===== src/rtl/eth_pkg.sv =====
// ============================================================================
// eth_pkg: shared Ethernet TX constants, scheduler state encoding and defaults.
// Revision: 1.0
// ============================================================================
`default_nettype none

package eth_pkg;

    localparam logic [7:0] PREAMBLE_BYTE = 8'h55;
    localparam logic [7:0] SFD_BYTE      = 8'hD5;
    localparam logic [7:0] PAD_BYTE      = 8'h00;

    localparam int DEFAULT_PREAMBLE_LEN = 7;
    localparam int DEFAULT_MIN_PAYLOAD  = 60;
    localparam int DEFAULT_IPG_CYCLES   = 48;

    localparam int BYTE_CNT_W = 11;

    localparam logic [2:0] ST_IDLE     = 3'd0;
    localparam logic [2:0] ST_PREAMBLE = 3'd1;
    localparam logic [2:0] ST_DATA     = 3'd2;
    localparam logic [2:0] ST_PAD      = 3'd3;
    localparam logic [2:0] ST_DRAIN    = 3'd4;
    localparam logic [2:0] ST_GAP      = 3'd5;

    typedef enum logic [2:0] {
        S_IDLE     = ST_IDLE,
        S_PREAMBLE = ST_PREAMBLE,
        S_DATA     = ST_DATA,
        S_PAD      = ST_PAD,
        S_DRAIN    = ST_DRAIN,
        S_GAP      = ST_GAP
    } tx_state_t;

endpackage

`default_nettype wire


===== src/rtl/rr_arbiter2.sv =====
// ============================================================================
// rr_arbiter2: two-way round-robin grant, frozen while hold is asserted.
// Revision: 1.0
// ============================================================================
`default_nettype none

module rr_arbiter2 (
    input  logic       clk,
    input  logic       sresetn,
    input  logic [1:0] req,
    input  logic       hold,
    output logic       grant
);

    logic last_grant;
    logic winner;

    // On a tie the source that did not win last time goes next.
    always_comb begin
        winner = (req == 2'b11) ? ~last_grant : req[1];
    end

    always_ff @(posedge clk) begin
        if (!sresetn) begin
            grant      <= 1'b0;
            last_grant <= 1'b1;
        end else if (!hold && (req != 2'b00)) begin
            grant      <= winner;
            last_grant <= winner;
        end
    end

endmodule

`default_nettype wire


===== src/rtl/eth_tx_scheduler.sv =====
// ============================================================================
// eth_tx_scheduler: two-source frame scheduler adding preamble/SFD, padding
// short frames and spacing frames by the inter-packet gap.
// Revision: 1.0
// ============================================================================
`default_nettype none

module eth_tx_scheduler
    import eth_pkg::*;
#(
    parameter int PREAMBLE_LEN = DEFAULT_PREAMBLE_LEN,
    parameter int MIN_PAYLOAD  = DEFAULT_MIN_PAYLOAD,
    parameter int IPG_CYCLES   = DEFAULT_IPG_CYCLES
) (
    input  logic       clk,
    input  logic       sresetn,
    input  logic       s0_axis_tvalid,
    output logic       s0_axis_tready,
    input  logic [7:0] s0_axis_tdata,
    input  logic       s0_axis_tlast,
    input  logic       s1_axis_tvalid,
    output logic       s1_axis_tready,
    input  logic [7:0] s1_axis_tdata,
    input  logic       s1_axis_tlast,
    output logic       m_axis_tvalid,
    input  logic       m_axis_tready,
    output logic [7:0] m_axis_tdata,
    output logic       m_axis_tlast,
    output logic       m_axis_tuser,
    output logic       grant,
    output logic       tx_underrun
);

    localparam int PRE_W = (PREAMBLE_LEN > 0) ? $clog2(PREAMBLE_LEN + 1) : 1;
    localparam int GAP_W = (IPG_CYCLES > 2) ? $clog2(IPG_CYCLES) : 1;

    localparam logic [PRE_W-1:0]      PRE_LAST = PRE_W'(PREAMBLE_LEN);
    localparam logic [PRE_W-1:0]      PRE_ONE  = PRE_W'(1);
    localparam logic [GAP_W-1:0]      GAP_ONE  = GAP_W'(1);
    // The IDLE arbitration cycle is the final cycle of the gap.
    localparam logic [GAP_W-1:0]      GAP_LAST = GAP_W'((IPG_CYCLES > 2) ? IPG_CYCLES - 2 : 0);
    localparam logic [BYTE_CNT_W:0]   CNT_ONE  = (BYTE_CNT_W+1)'(1);
    localparam logic [BYTE_CNT_W:0]   MIN_PAY  = (BYTE_CNT_W+1)'(MIN_PAYLOAD);

    tx_state_t              state;
    logic [PRE_W-1:0]       pre_cnt;
    logic [BYTE_CNT_W-1:0]  byte_cnt;
    logic [GAP_W-1:0]       gap_cnt;

    logic                   sel_valid;
    logic [7:0]             sel_data;
    logic                   sel_last;
    logic [BYTE_CNT_W:0]    cnt_plus;
    logic [BYTE_CNT_W-1:0]  cnt_sat;
    logic                   payload_done;
    logic                   underrun;
    logic                   data_xfer;
    logic                   src_ready;

    rr_arbiter2 u_arb (
        .clk     (clk),
        .sresetn (sresetn),
        .req     ({s1_axis_tvalid, s0_axis_tvalid}),
        .hold    (state != S_IDLE),
        .grant   (grant)
    );

    always_comb begin
        sel_valid    = grant ? s1_axis_tvalid : s0_axis_tvalid;
        sel_data     = grant ? s1_axis_tdata  : s0_axis_tdata;
        sel_last     = grant ? s1_axis_tlast  : s0_axis_tlast;
        cnt_plus     = {1'b0, byte_cnt} + CNT_ONE;
        cnt_sat      = cnt_plus[BYTE_CNT_W] ? byte_cnt : cnt_plus[BYTE_CNT_W-1:0];
        payload_done = (cnt_plus >= MIN_PAY);
        underrun     = (state == S_DATA) && m_axis_tready && !sel_valid;
        data_xfer    = (state == S_DATA) && m_axis_tready && sel_valid;
    end

    always_comb begin
        m_axis_tvalid = 1'b0;
        m_axis_tdata  = PAD_BYTE;
        m_axis_tlast  = 1'b0;
        m_axis_tuser  = 1'b0;
        tx_underrun   = 1'b0;
        src_ready     = 1'b0;
        case (state)
            S_PREAMBLE: begin
                m_axis_tvalid = 1'b1;
                m_axis_tdata  = (pre_cnt == PRE_LAST) ? SFD_BYTE : PREAMBLE_BYTE;
            end
            S_DATA: begin
                m_axis_tvalid = 1'b1;
                if (underrun) begin
                    m_axis_tlast = 1'b1;
                    m_axis_tuser = 1'b1;
                    tx_underrun  = 1'b1;
                end else begin
                    m_axis_tdata = sel_data;
                    m_axis_tlast = sel_valid && sel_last && payload_done;
                end
                // Ready is withheld on the aborted beat so no source byte is lost.
                src_ready = m_axis_tready && sel_valid;
            end
            S_PAD: begin
                m_axis_tvalid = 1'b1;
                m_axis_tlast  = payload_done;
            end
            S_DRAIN: begin
                src_ready = 1'b1;
            end
            default: begin
            end
        endcase
        s0_axis_tready = src_ready && !grant;
        s1_axis_tready = src_ready && grant;
    end

    always_ff @(posedge clk) begin
        if (!sresetn) begin
            state    <= S_IDLE;
            pre_cnt  <= '0;
            byte_cnt <= '0;
            gap_cnt  <= '0;
        end else begin
            if (state != S_GAP) begin
                gap_cnt <= '0;
            end
            case (state)
                S_IDLE: begin
                    pre_cnt <= '0;
                    if (s0_axis_tvalid || s1_axis_tvalid) begin
                        state <= S_PREAMBLE;
                    end
                end
                S_PREAMBLE: begin
                    if (m_axis_tready) begin
                        if (pre_cnt == PRE_LAST) begin
                            state    <= S_DATA;
                            byte_cnt <= '0;
                        end else begin
                            pre_cnt <= pre_cnt + PRE_ONE;
                        end
                    end
                end
                S_DATA: begin
                    if (underrun) begin
                        state <= S_DRAIN;
                    end else if (data_xfer) begin
                        byte_cnt <= cnt_sat;
                        if (sel_last) begin
                            state <= payload_done ? S_GAP : S_PAD;
                        end
                    end
                end
                S_PAD: begin
                    if (m_axis_tready) begin
                        byte_cnt <= cnt_sat;
                        if (payload_done) begin
                            state <= S_GAP;
                        end
                    end
                end
                S_DRAIN: begin
                    if (sel_valid && sel_last) begin
                        state <= S_GAP;
                    end
                end
                S_GAP: begin
                    if (gap_cnt == GAP_LAST) begin
                        state <= S_IDLE;
                    end else begin
                        gap_cnt <= gap_cnt + GAP_ONE;
                    end
                end
                default: begin
                    state <= S_IDLE;
                end
            endcase
        end
    end

endmodule

`default_nettype wire

===== config.mk =====
export PLATFORM = sky130hd
export DESIGN_NAME = eth_tx_scheduler
export DESIGN_NICKNAME = d
export VERILOG_FILES = /design/src/rtl/eth_pkg.sv /design/src/rtl/rr_arbiter2.sv /design/src/rtl/eth_tx_scheduler.sv
export SDC_FILE = /design/constraint.sdc
export NUM_CORES = 1
export LEC_CHECK = 0
export CORE_AREA = 2 2 63 65
export DETAILED_ROUTE_END_ITERATION = 10
export DIE_AREA = 0 0 65 67
export PLACE_DENSITY_LB_ADDON = 0.12
export SLEW_MARGIN = 10
export SYNTH_ARGS = -nofsm -noshare
export SYNTH_HDL_FRONTEND = slang
export SYNTH_SLANG_ARGS = --single-unit

===== constraint.sdc =====
create_clock -name clk -period 3.68 [get_ports clk]
set_clock_uncertainty 0.15 [all_clocks]
set_input_delay 0.552 -clock clk [delete_from_list [all_inputs] [get_ports clk]]
set_output_delay 0.552 -clock clk [all_outputs]
set_load 0.005 [all_outputs]

==> results.cfg <==
[logic_synthesis]
ys_types = 46
ys_async_sr_fraction = 0
yosysSeqAreaShare = 0.278
synth_top_area_share = 0.278
syn_inst = 238
synth_top_family_by_area = simple AND/OR/NAND/NOR gates
yosys.area_share.simple = 0.352
synth_compound_area_frac = 0.196
synthTopCellsByArea = dfxtp_1 (28%), mux2i_1 (7.2%), nand2_1 (4.6%)
syn_avg_cell_area_um2 = 7.56
synth_xor_area_frac = 0.0195
ys_warn_count = 0
ys_ff_latch = 25
synth_adder_area_share = 0.0348
netlist_area_um2 = 1800
syn_nets = 266
synth_mux_area_frac = 0.0723
yosysTopAreaCell = dfxtp_1
synth-edff-count = 0
synthFlopType = dfxtp_1

[die]
dieHeight_um = 67
die_area_um2 = 4360
row_count = 22
die_x_um = 65
start_util = 0.499
core_um2 = 3610
ios = 38

[sta]
hold_viol = 0
rsz0062_at_grt = false
tightest_slew_ps = 851
slew_headroom = 0.428
max_freq_ghz = 0.299
worst_slack_ps = 335
min_period_over_period = 0.909
setup_viol = 0
setup_tns_ps = 0
final-max-slew-violation-count = 0
fin_crit_ps = 3350

[worst_setup_path]
worstSetupStartpointType = flip-flop
worstPathRequired_ps = 2980
r2r_start = state[0]
cp_max_fo = 8
r2r_slack_ps = 1220
crit_path_end_kind = output port
critical_path_class = flip-flop to output port
worst_r2r_endpoint = byte_cnt[6]
cp.arrival_ps = 2640
r2r_cells = 5

[cts]
htree_levels = 1
cts-root-buf = clkbuf_8
clk_latency_ps = 270
path_clk_slew_ps = 90
cts_setup_buffers = 0
postCtsHoldBufs = 0
clk_path_buf_depth = 2
cts_inserted_buffers = 3
ctsResizeCount = 0
tritoncts = yes
cts_sinks = 25

[hold_path]
hold_end = pre_cnt[2]
hold_path_depth = 2
worstHoldStart = pre_cnt[2]
hold_path_class = flip-flop to flip-flop

[final_layout]
final_nets = 296
final_cells = 315
drive_gt1_frac = 0.0449
fillers = 340
syn_to_final_growth_pct = 24.2
final_core_util = 0.620
antenna_cells = 0

[job]
maxCapViolations = 0

[grt]
grt_max_degree = 18
grt-ovfl-total = 0
gr-usage-all-layers = 0.222
grt_pass1_wl_um = 7650
grt_pass1_vias = 1695
antenna_found_initial = 0

[power]
p_leak_nw = 0.800
ir_drop_v = 0.000271
p_total_w = 0.000898
power-per-cell-area_nw_per_um2 = 402

[placement]
dp_hpwl_um = 3300
place_congestion = 0.943
place_inst = 311
place_ws_ps = 501
port_buffers = 37

[route]
drtIter0Drc = 102
avgViaCountPerCell = 5.72
vias = 1801
wl_um = 4360
ant_nets = 0
drc = 0
wl_per_cell_um = 13.8
drt-pass1-iter-count = 4

[run_status]
status = complete, no violations
through the flow:
stage / area, um2 / hold slack (ps)
final: 2230 / 335
after global routing: 2230 / 373
after CTS: 2230 / 339
after detailed placement: 2190 / 326
after global placement: 2190 / 317
after floorplan: 1800 / 308
cells by family (layout without fill, tap and decap cells):
group / count (synthesis) / in the layout
and+or+nand+nor: 117 / 117
buffers and inverters: 20 / 49
muxes: 13 / 13
xor gates and xnor gates: 4 / 4
adders and majority gates: 5 / 5
AOI/OAI and AO/OA: 54 / 54
DFF: 25 / 25
layer usage:
metal | routed length, um | track usage | vias to the layer above
met5 | 0 | 0 | -
met4 | 34 | 0.0612 | 0
met3 | 268 | 0.0490 | 4
met2 | 2120 | 0.394 | 61
met1 | 1930 | 0.269 | 807
li1 | - | - | 929
power breakdown:
part / total [W] / switching [W] / internal, W
clock network: 0.000161 / 0.0000836 / 0.0000774
logic: 0.000416 / 0.000205 / 0.000211
registers: 0.000321 / 0.0000314 / 0.000290
flip-flops by register name (all words and copies together) (netlist names):
register,count
u_arb.grant,1
u_arb.last_grant,1
byte_cnt,11
pre_cnt,3
gap_cnt,6
state,3
cells in the final DEF (no fill, tap or decap), types with 4 or more instances in the layout:
cell type        synthesis  layout
a21boi_0                 7       7
and2_1                   4       4
dfxtp_1                 25      25
a21oi_1                  8       8
nor2b_1                  5       5
and3_1                   4       4
o21ai_0                 14      14
nand3_1                 12      12
nand4_1                 11      11
clkdlybuf4s50_1          0      37
buf_4                    2       4
nor2_1                  21      21
nor3_1                   9       9
or3_1                    5       5
ha_1                     5       5
mux2i_1                 13      13
o21a_1                   6       6
nand2_1                 22      22
a211oi_1                 4       4
inv_1                    4       4
critical path, cell delays in order, from the launching register on:
cell and delay (ps):
dfxtp_1 430, ha_1 310, and3_1 270, nand4_1 180, mux2i_1 320, a31oi_1 120
or2_2 300, clkdlybuf4s50_1 450
synth_stat cells, types with 2 or more instances:
| cell type | number |
|---|---|
| a21boi_1 | 3 |
| nand3_1 | 12 |
| a211oi_1 | 4 |
| dfxtp_1 | 25 |
| ha_1 | 5 |
| a21oi_1 | 8 |
| nand2b_1 | 2 |
| and3_1 | 4 |
| o21a_1 | 6 |
| a21boi_0 | 7 |
| or4_1 | 2 |
| o21ai_0 | 14 |
| nor3_1 | 9 |
| and4_1 | 3 |
| nor2b_1 | 5 |
| clkbuf_1 | 12 |
| and2_1 | 4 |
| inv_1 | 4 |
| a22o_1 | 2 |
| or3_1 | 5 |
| o211ai_1 | 2 |
| xor2_1 | 3 |
| nor2_1 | 21 |
| nand2_1 | 22 |
| or2_2 | 2 |
| nand4_1 | 11 |
| buf_2 | 2 |
| mux2i_1 | 13 |
| a211o_1 | 2 |
| or3b_2 | 2 |
| nor3b_1 | 2 |
| o22ai_1 | 2 |
| buf_4 | 2 |
| a31oi_1 | 2 |
| nor4_1 | 3 |
area by class of cell:
cell class                 instances  area (um2)  share of cell area
inverter                           4        15.0             0.00672
timing repair buffer              41         400               0.179
tap                               48        60.1              0.0269
multi-input combinational        193        1210               0.543
clock buffer                       4        45.0              0.0202
sequential                        25         500               0.224
how the worst max path moves through the flow:
stage / from / to / slack, ps / cells past startpoint
3_5_place_dp: s0_axis_tvalid / m_axis_tdata[2] / 500 / 6
5_1_grt: byte_cnt[0] / m_axis_tlast / 50 / 7
3_3_place_gp: s0_axis_tvalid / m_axis_tdata[4] / 540 / 6
2_1_floorplan: byte_cnt[0] / m_axis_tlast / 1270 / 6
4_1_cts: byte_cnt[0] / m_axis_tlast / 350 / 7
6_report: byte_cnt[0] / m_axis_tlast / 330 / 7
Power figures use the tool's default switching activity.
